### src/rtl/result_writer_pkg.sv
// Shared training definitions: sweep geometry, counter width and write-back FSM states.
package result_writer_pkg;
  localparam int N_SAMPLES = 150;
  localparam int ADDR_W    = 8;
  localparam int CNT_W     = 8;

  typedef enum logic [1:0] {
    S_IDLE    = 2'd0,
    S_COLLECT = 2'd1,
    S_CLOSE   = 2'd2,
    S_DONE    = 2'd3
  } state_t;
endpackage

### src/rtl/result_writer.sv
// Writes per-sample error bits to the result RAM, counts errors per epoch and
// decides when training stops (zero-error epoch or epoch limit); one bubble between epochs.
module result_writer #(
  parameter int N_SAMPLES  = result_writer_pkg::N_SAMPLES,
  parameter int ADDR_W     = result_writer_pkg::ADDR_W,
  parameter int MAX_EPOCHS = 255
) (
  input  logic              clk,
  input  logic              rst_n,
  input  logic              start,
  input  logic              res_valid,
  input  logic              res_err,
  output logic              res_ready,
  output logic              wr_en,
  output logic [ADDR_W-1:0] wr_addr,
  output logic              wr_data,
  output logic [7:0]        err_cnt,
  output logic [7:0]        epoch,
  output logic              epoch_done,
  output logic              converged,
  output logic              busy
);
  import result_writer_pkg::*;

  localparam logic [ADDR_W-1:0] LAST_ADDR = ADDR_W'(N_SAMPLES - 1);
  localparam logic [CNT_W-1:0]  MAX_EP    = CNT_W'(MAX_EPOCHS);

  state_t              r_state;
  state_t              w_next;
  logic [ADDR_W-1:0]   r_addr;
  logic [CNT_W-1:0]    r_run_err;
  logic [CNT_W-1:0]    r_err_cnt;
  logic [CNT_W-1:0]    r_epoch;
  logic                r_converged;
  logic                r_epoch_done;
  logic                r_wr_en;
  logic [ADDR_W-1:0]   r_wr_addr;
  logic                r_wr_data;
  logic                w_accept;
  logic                w_last;
  logic [CNT_W-1:0]    w_epoch_inc;

  assign w_accept    = res_valid && (r_state == S_COLLECT);
  assign w_last      = (r_addr == LAST_ADDR);
  assign w_epoch_inc = r_epoch + CNT_W'(1);

  always_ff @(posedge clk or negedge rst_n) begin
    if (!rst_n) r_state <= S_IDLE;
    else        r_state <= w_next;
  end

  always_comb begin
    w_next = r_state;
    case (r_state)
      S_IDLE, S_DONE: if (start) w_next = S_COLLECT;
      S_COLLECT:      if (w_accept && w_last) w_next = S_CLOSE;
      S_CLOSE: begin
        if (r_run_err == '0 || w_epoch_inc == MAX_EP) w_next = S_DONE;
        else                                          w_next = S_COLLECT;
      end
      default:        w_next = S_IDLE;
    endcase
  end

  always_ff @(posedge clk or negedge rst_n) begin
    if (!rst_n) begin
      r_addr       <= '0;
      r_run_err    <= '0;
      r_err_cnt    <= '0;
      r_epoch      <= '0;
      r_converged  <= 1'b0;
      r_epoch_done <= 1'b0;
      r_wr_en      <= 1'b0;
      r_wr_addr    <= '0;
      r_wr_data    <= 1'b0;
    end else begin
      r_wr_en      <= 1'b0;
      r_epoch_done <= 1'b0;
      case (r_state)
        S_IDLE, S_DONE: begin
          if (start) begin
            r_addr      <= '0;
            r_run_err   <= '0;
            r_epoch     <= '0;
            r_err_cnt   <= '0;
            r_converged <= 1'b0;
          end
        end
        S_COLLECT: begin
          if (w_accept) begin
            r_wr_en   <= 1'b1;
            r_wr_addr <= r_addr;
            r_wr_data <= res_err;
            r_run_err <= r_run_err + CNT_W'(res_err);
            if (!w_last) r_addr <= r_addr + ADDR_W'(1);
          end
        end
        S_CLOSE: begin
          // err_cnt samples run_err before the clear below takes effect
          r_err_cnt    <= r_run_err;
          r_epoch      <= w_epoch_inc;
          r_epoch_done <= 1'b1;
          if (r_run_err == '0) r_converged <= 1'b1;
          r_addr       <= '0;
          r_run_err    <= '0;
        end
        default: ;
      endcase
    end
  end

  assign res_ready  = (r_state == S_COLLECT);
  assign busy       = (r_state == S_COLLECT) || (r_state == S_CLOSE);
  assign wr_en      = r_wr_en;
  assign wr_addr    = r_wr_addr;
  assign wr_data    = r_wr_data;
  assign err_cnt    = r_err_cnt;
  assign epoch      = r_epoch;
  assign epoch_done = r_epoch_done;
  assign converged  = r_converged;
endmodule
### config.mk
export PLATFORM = sky130hd
export DESIGN_NAME = result_writer
export DESIGN_NICKNAME = d
export VERILOG_FILES = /design/src/rtl/result_writer_pkg.sv /design/src/rtl/result_writer.sv
export SDC_FILE = /design/constraint.sdc
export NUM_CORES = 1
export LEC_CHECK = 0
export CORE_UTILIZATION = 55
export DETAILED_ROUTE_END_ITERATION = 8
export PLACE_DENSITY = 0.81
export SLEW_MARGIN = 20
export SYNTH_ARGS = -nofsm -noshare
export SYNTH_HDL_FRONTEND = slang
export SYNTH_SLANG_ARGS = --single-unit
export TNS_END_PERCENT = 10
### constraint.sdc
create_clock -name clk -period 5.38 [get_ports clk]
set_clock_uncertainty 0.1 [all_clocks]
set_input_delay 1.076 -clock clk [delete_from_list [all_inputs] [get_ports clk]]
set_output_delay 1.076 -clock clk [all_outputs]
set_load 0.02 [all_outputs]
* After elaboration in Yosys (flattened, before gate mapping) *
Index checks and enable logic that the tools add are counted.
W data, S select, Z words.

cells by class
  $add $sub $neg = 3
  reduce and logical (&&, ||, !) cells = 14
  mux-type cells = 18
  equal/unequal tests = 10

operator list
  cell                   count
  $pmux W8 S3            2
  $mux W8                4
  $pmux W8 S2            2
  $add A8 B1 Y8 const B  2
  $eq A8 B8 Y1 const B   2
  $add A8 B1 Y8          1
  $logic_not A8 Y1       1
  $reduce_and A2 Y1      4
  $mux W2                3
  $ne A2 B2 Y1 const B   3
  $pmux W2 S3            1
  $reduce_and A3 Y1      2
  $mux W1                5
  $eq A2 B2 Y1 const B   2
  $ne A2 B1 Y1 const B   2
  $eq A2 B1 Y1 const B   1
  $logic_and A1 B1 Y1    2
  $logic_not A2 Y1       1
  $logic_or A1 B1 Y1     2
  $pmux W1 S2            1
  $reduce_bool A2 Y1     1
  $reduce_or A2 Y1       1

storage, ports and cells
  bits in registers = 46
  bits of input ports = 5
  word-level logic and storage cells = 55

* Depth between registers and ports, before layout *
  depth in word-level cells = 5
  mapped depth = 8

* Worst setup path before layout *
No wires, ideal clock.

  path kind = input-to-reg
  start point = in res_valid
  end point = reg r_addr[5]
  arrival time = 1.983 ns
  stages on the path = 5
  data required time = 5.145 ns
  slack = 3.162 ns
  cells stage by stage = clkbuf_1 a21bo_4 a211oi_2 xnor2_1 nor2_1

between the ends
  cells in the longest elaborated chain, start to end = 3

RTL lines
  element                             RTL line             text
  start: declaration                  result_writer.sv:11  input logic res_valid,
  $logic_and A1 B1 Y1                 result_writer.sv:43  assign w_accept = res_valid && (r_state == S_COLLECT);
  $ne A2 B1 Y1 (no source line)       n/a
  $reduce_and A3 Y1 (no source line)  n/a
  end signal: assignment              result_writer.sv:95  if (!w_last) r_addr <= r_addr + ADDR_W'(1);
  end: declaration                    result_writer.sv:30  logic [ADDR_W-1:0] r_addr;

Every way passes these cells.
A chain may end at the register's enable or synchronous reset.

* Worst setup path in the final report *
  start point = reg r_state[1]
  end point = out res_ready

between the ends
  cells in the longest elaborated chain, start to end = 1

RTL lines
  element                   RTL line              text
  start: declaration        result_writer.sv:28   state_t r_state;
  start signal: assignment  result_writer.sv:49   else r_state <= w_next;
  $eq A2 B1 Y1              result_writer.sv:112  assign res_ready = (r_state == S_COLLECT);
  end: declaration          result_writer.sv:13   output logic res_ready,

Every way passes these cells.

==> impl_metrics.json <==
{
  "syn_to_final_growth_pct": 19.6,
  "antenna_found_initial": 0,
  "avgSynthCellArea_um2": 10.2,
  "synth_area_um2": 2290,
  "status": "finished, final reports clean",
  "grt_use_total": 0.231,
  "finalMaxSlewViolations": 0,
  "grt_pass1_wl_mm": 7.65,
  "clk_path_buf_depth": 2,
  "io_pins": 35,
  "synth_ff_type": "dfrtp_1",
  "setup_viol": 0,
  "whs_ps": 385,
  "grt_pass1_vias": 1618,
  "port_buffers": 34,
  "relSlewSlack": 0.543,
  "routed_wl_mm": 4.48,
  "nFillCells": 345,
  "nets": 274,
  "dpl.hpwl_mm": 3.19,
  "design_area_um2": 2750,
  "power.density_nw_per_um2": 326,
  "netlist_instances": 226,
  "fin_setup_tns_ps": 0,
  "p_leak_uw": 0.00121,
  "worstSetupPathType": "reg2out",
  "overflow": 0,
  "synth_edf_count": 0,
  "hold_viol": 0,
  "root_buffer": "clkbuf_8",
  "insertion_delay_ps": 300,
  "core_um2": 4000,
  "diodes": 0,
  "peakVddDrop_mv": 0.176,
  "cp.arrival_ps": 2130,
  "rows": 23,
  "htree_levels": 2,
  "ant_nets": 0,
  "drtPass1Iterations": 4,
  "grt_max_degree": 47,
  "crit_path_max_fanout": 20,
  "synth_nets": 240,
  "final_cell_mix": "46 x dfrtp_1, 33 x clkdlybuf4s50_1, 27 x nand2_1",
  "layout_commonest_cell": "dfrtp_1",
  "drcViolationCount": 0,
  "wire_per_inst_um": 14.5,
  "cp-end-kind": "primary output",
  "hold_buffers": 0,
  "synth_top_area_frac": 0.502,
  "start_util": 0.574,
  "hold_class": "reg2reg",
  "seqCellArea_um2": 1150,
  "cts_buffers": 5,
  "rsz0062_at_grt": "no",
  "dpl_cell_area_um2": 2660,
  "period_needed_ps": 3300,
  "maxCapViolCount": 0,
  "post_cts_buffers": 0,
  "multiInputGateArea_um2": 1070,
  "critPathRequiredTime_ps": 4200,
  "ys_ff_latch": 46,
  "die_h_um": 66.6,
  "drtIter0Drc": 170,
  "drive_above_1_share": 0.0962,
  "viasPerCell": 5.63,
  "fin_crit_sh": 0.614,
  "fmaxAchievable_ghz": 0.303,
  "gp_congestion": 0.878,
  "cts_sinks": 46,
  "die_x_um": 66.6,
  "vias": 1744,
  "tightest_slew_ps": 686,
  "start_kind": "flip-flop",
  "cts_tree": "yes",
  "path_clk_slew_ps": 80,
  "ys_top_cells_by_area": "dfrtp_1 50%, o21ai_0 5.7%, ha_1 4.9%, nand2_1 4.4%, a22o_1 3.4%",
  "synth_cell_types": 36,
  "die_area_um2": 4430,
  "async_reset_ff_frac": 1.00,
  "cts_resized": 0,
  "synth_top_area_cell": "dfrtp_1",
  "yosysWarnings": 0,
  "yosysSeqAreaShare": 0.502
}
per-layer routing:
| metal | share of wire | routed length [um] | GRT usage |
|---|---|---|---|
| met5 | 0 | 0 | 0 |
| met4 | 0.013 | 60 | 0.0691 |
| met2 | 0.47 | 2110 | 0.354 |
| met1 | 0.47 | 2120 | 0.324 |
| met3 | 0.043 | 192 | 0.0514 |
power breakdown:
| part | leakage, uW | switching, uW | internal [uW] |
|---|---|---|---|
| Combinational | 0.000530 | 171 | 113 |
| Sequential | 0.000632 | 34.3 | 380 |
| Clock | 0.0000438 | 111 | 87.3 |
| Total | 0.00121 | 316 | 580 |
worst max-delay path, cell delays in order, from the launching register on:
cell and delay [ps]:
dfrtp_1 410, inv_1 90, ha_1 600, clkdlybuf4s50_1 730
layout make-up:
type / instances / area share
multi-input cells: 161 / 0.388
well taps: 50 / 0.0228
clock buffers: 5 / 0.0251
inverters: 11 / 0.0150
repair buffers: 35 / 0.126
clock inverters: 2 / 0.00365
flip-flops and latches: 46 / 0.419
through the flow:
step / instances / setup slack [ps] / utilization / power [uW]
floorplan: 226 / 3160 / - / 604
global placement: 303 / 2400 / 0.666 / 695
detailed placement: 303 / 2310 / 0.666 / 703
CTS: 310 / 2060 / 0.686 / 901
global route: 310 / 1950 / 0.686 / 949
finish: 310 / 2080 / 0.686 / 895
kinds of logic (layout without fill, tap and decap cells):
kind of cell    Yosys count  after routing  share of synthesized area
simple gates             76             76                      0.166
compound gates           55             55                      0.161
flops                    46             46                      0.502
buf+inv                  19             53                     0.0338
xor+xnor                 12             12                     0.0458
fa+ha+maj                 9              9                     0.0491
mux                       9              9                     0.0431
state kept, by name (all words and copies together), names as in the netlist, 2 cells and up:
register	cells
err_cnt	8
epoch	8
r_state	2
r_addr	8
wr_addr	8
r_run_err	8
synth_stat cells (all sizes together), types with 5 or more instances:
cell type  number
xnor2           7
inv            11
clkbuf          5
nand2          27
xor2            5
nand3          11
mux2            7
nand4           5
ha              9
o21ai          26
a22o            9
nor2           15
dfrtp          46
a21oi           6
final timing paths:
kind                                              from                     end  slack [ps]  depth (start not counted)
max in group asynchronous                        rst_n   r_addr[6]$_DFFE_PN0P_        4120                          1
worst max register to register  r_state[1]$_DFFE_PN0P_  wr_addr[7]$_DFFE_PN0P_        3120                          4
min in group asynchronous                        rst_n    epoch[2]$_DFFE_PN0P_         660                          1
worst min register to register  wr_addr[1]$_DFFE_PN0P_  wr_addr[1]$_DFFE_PN0P_         390                          2
worst max-delay path            r_state[1]$_DFFE_PN0P_               res_ready        2080                          3
worst min-delay path            wr_addr[1]$_DFFE_PN0P_  wr_addr[1]$_DFFE_PN0P_         390                          2
(Power assumes the default switching activity.)
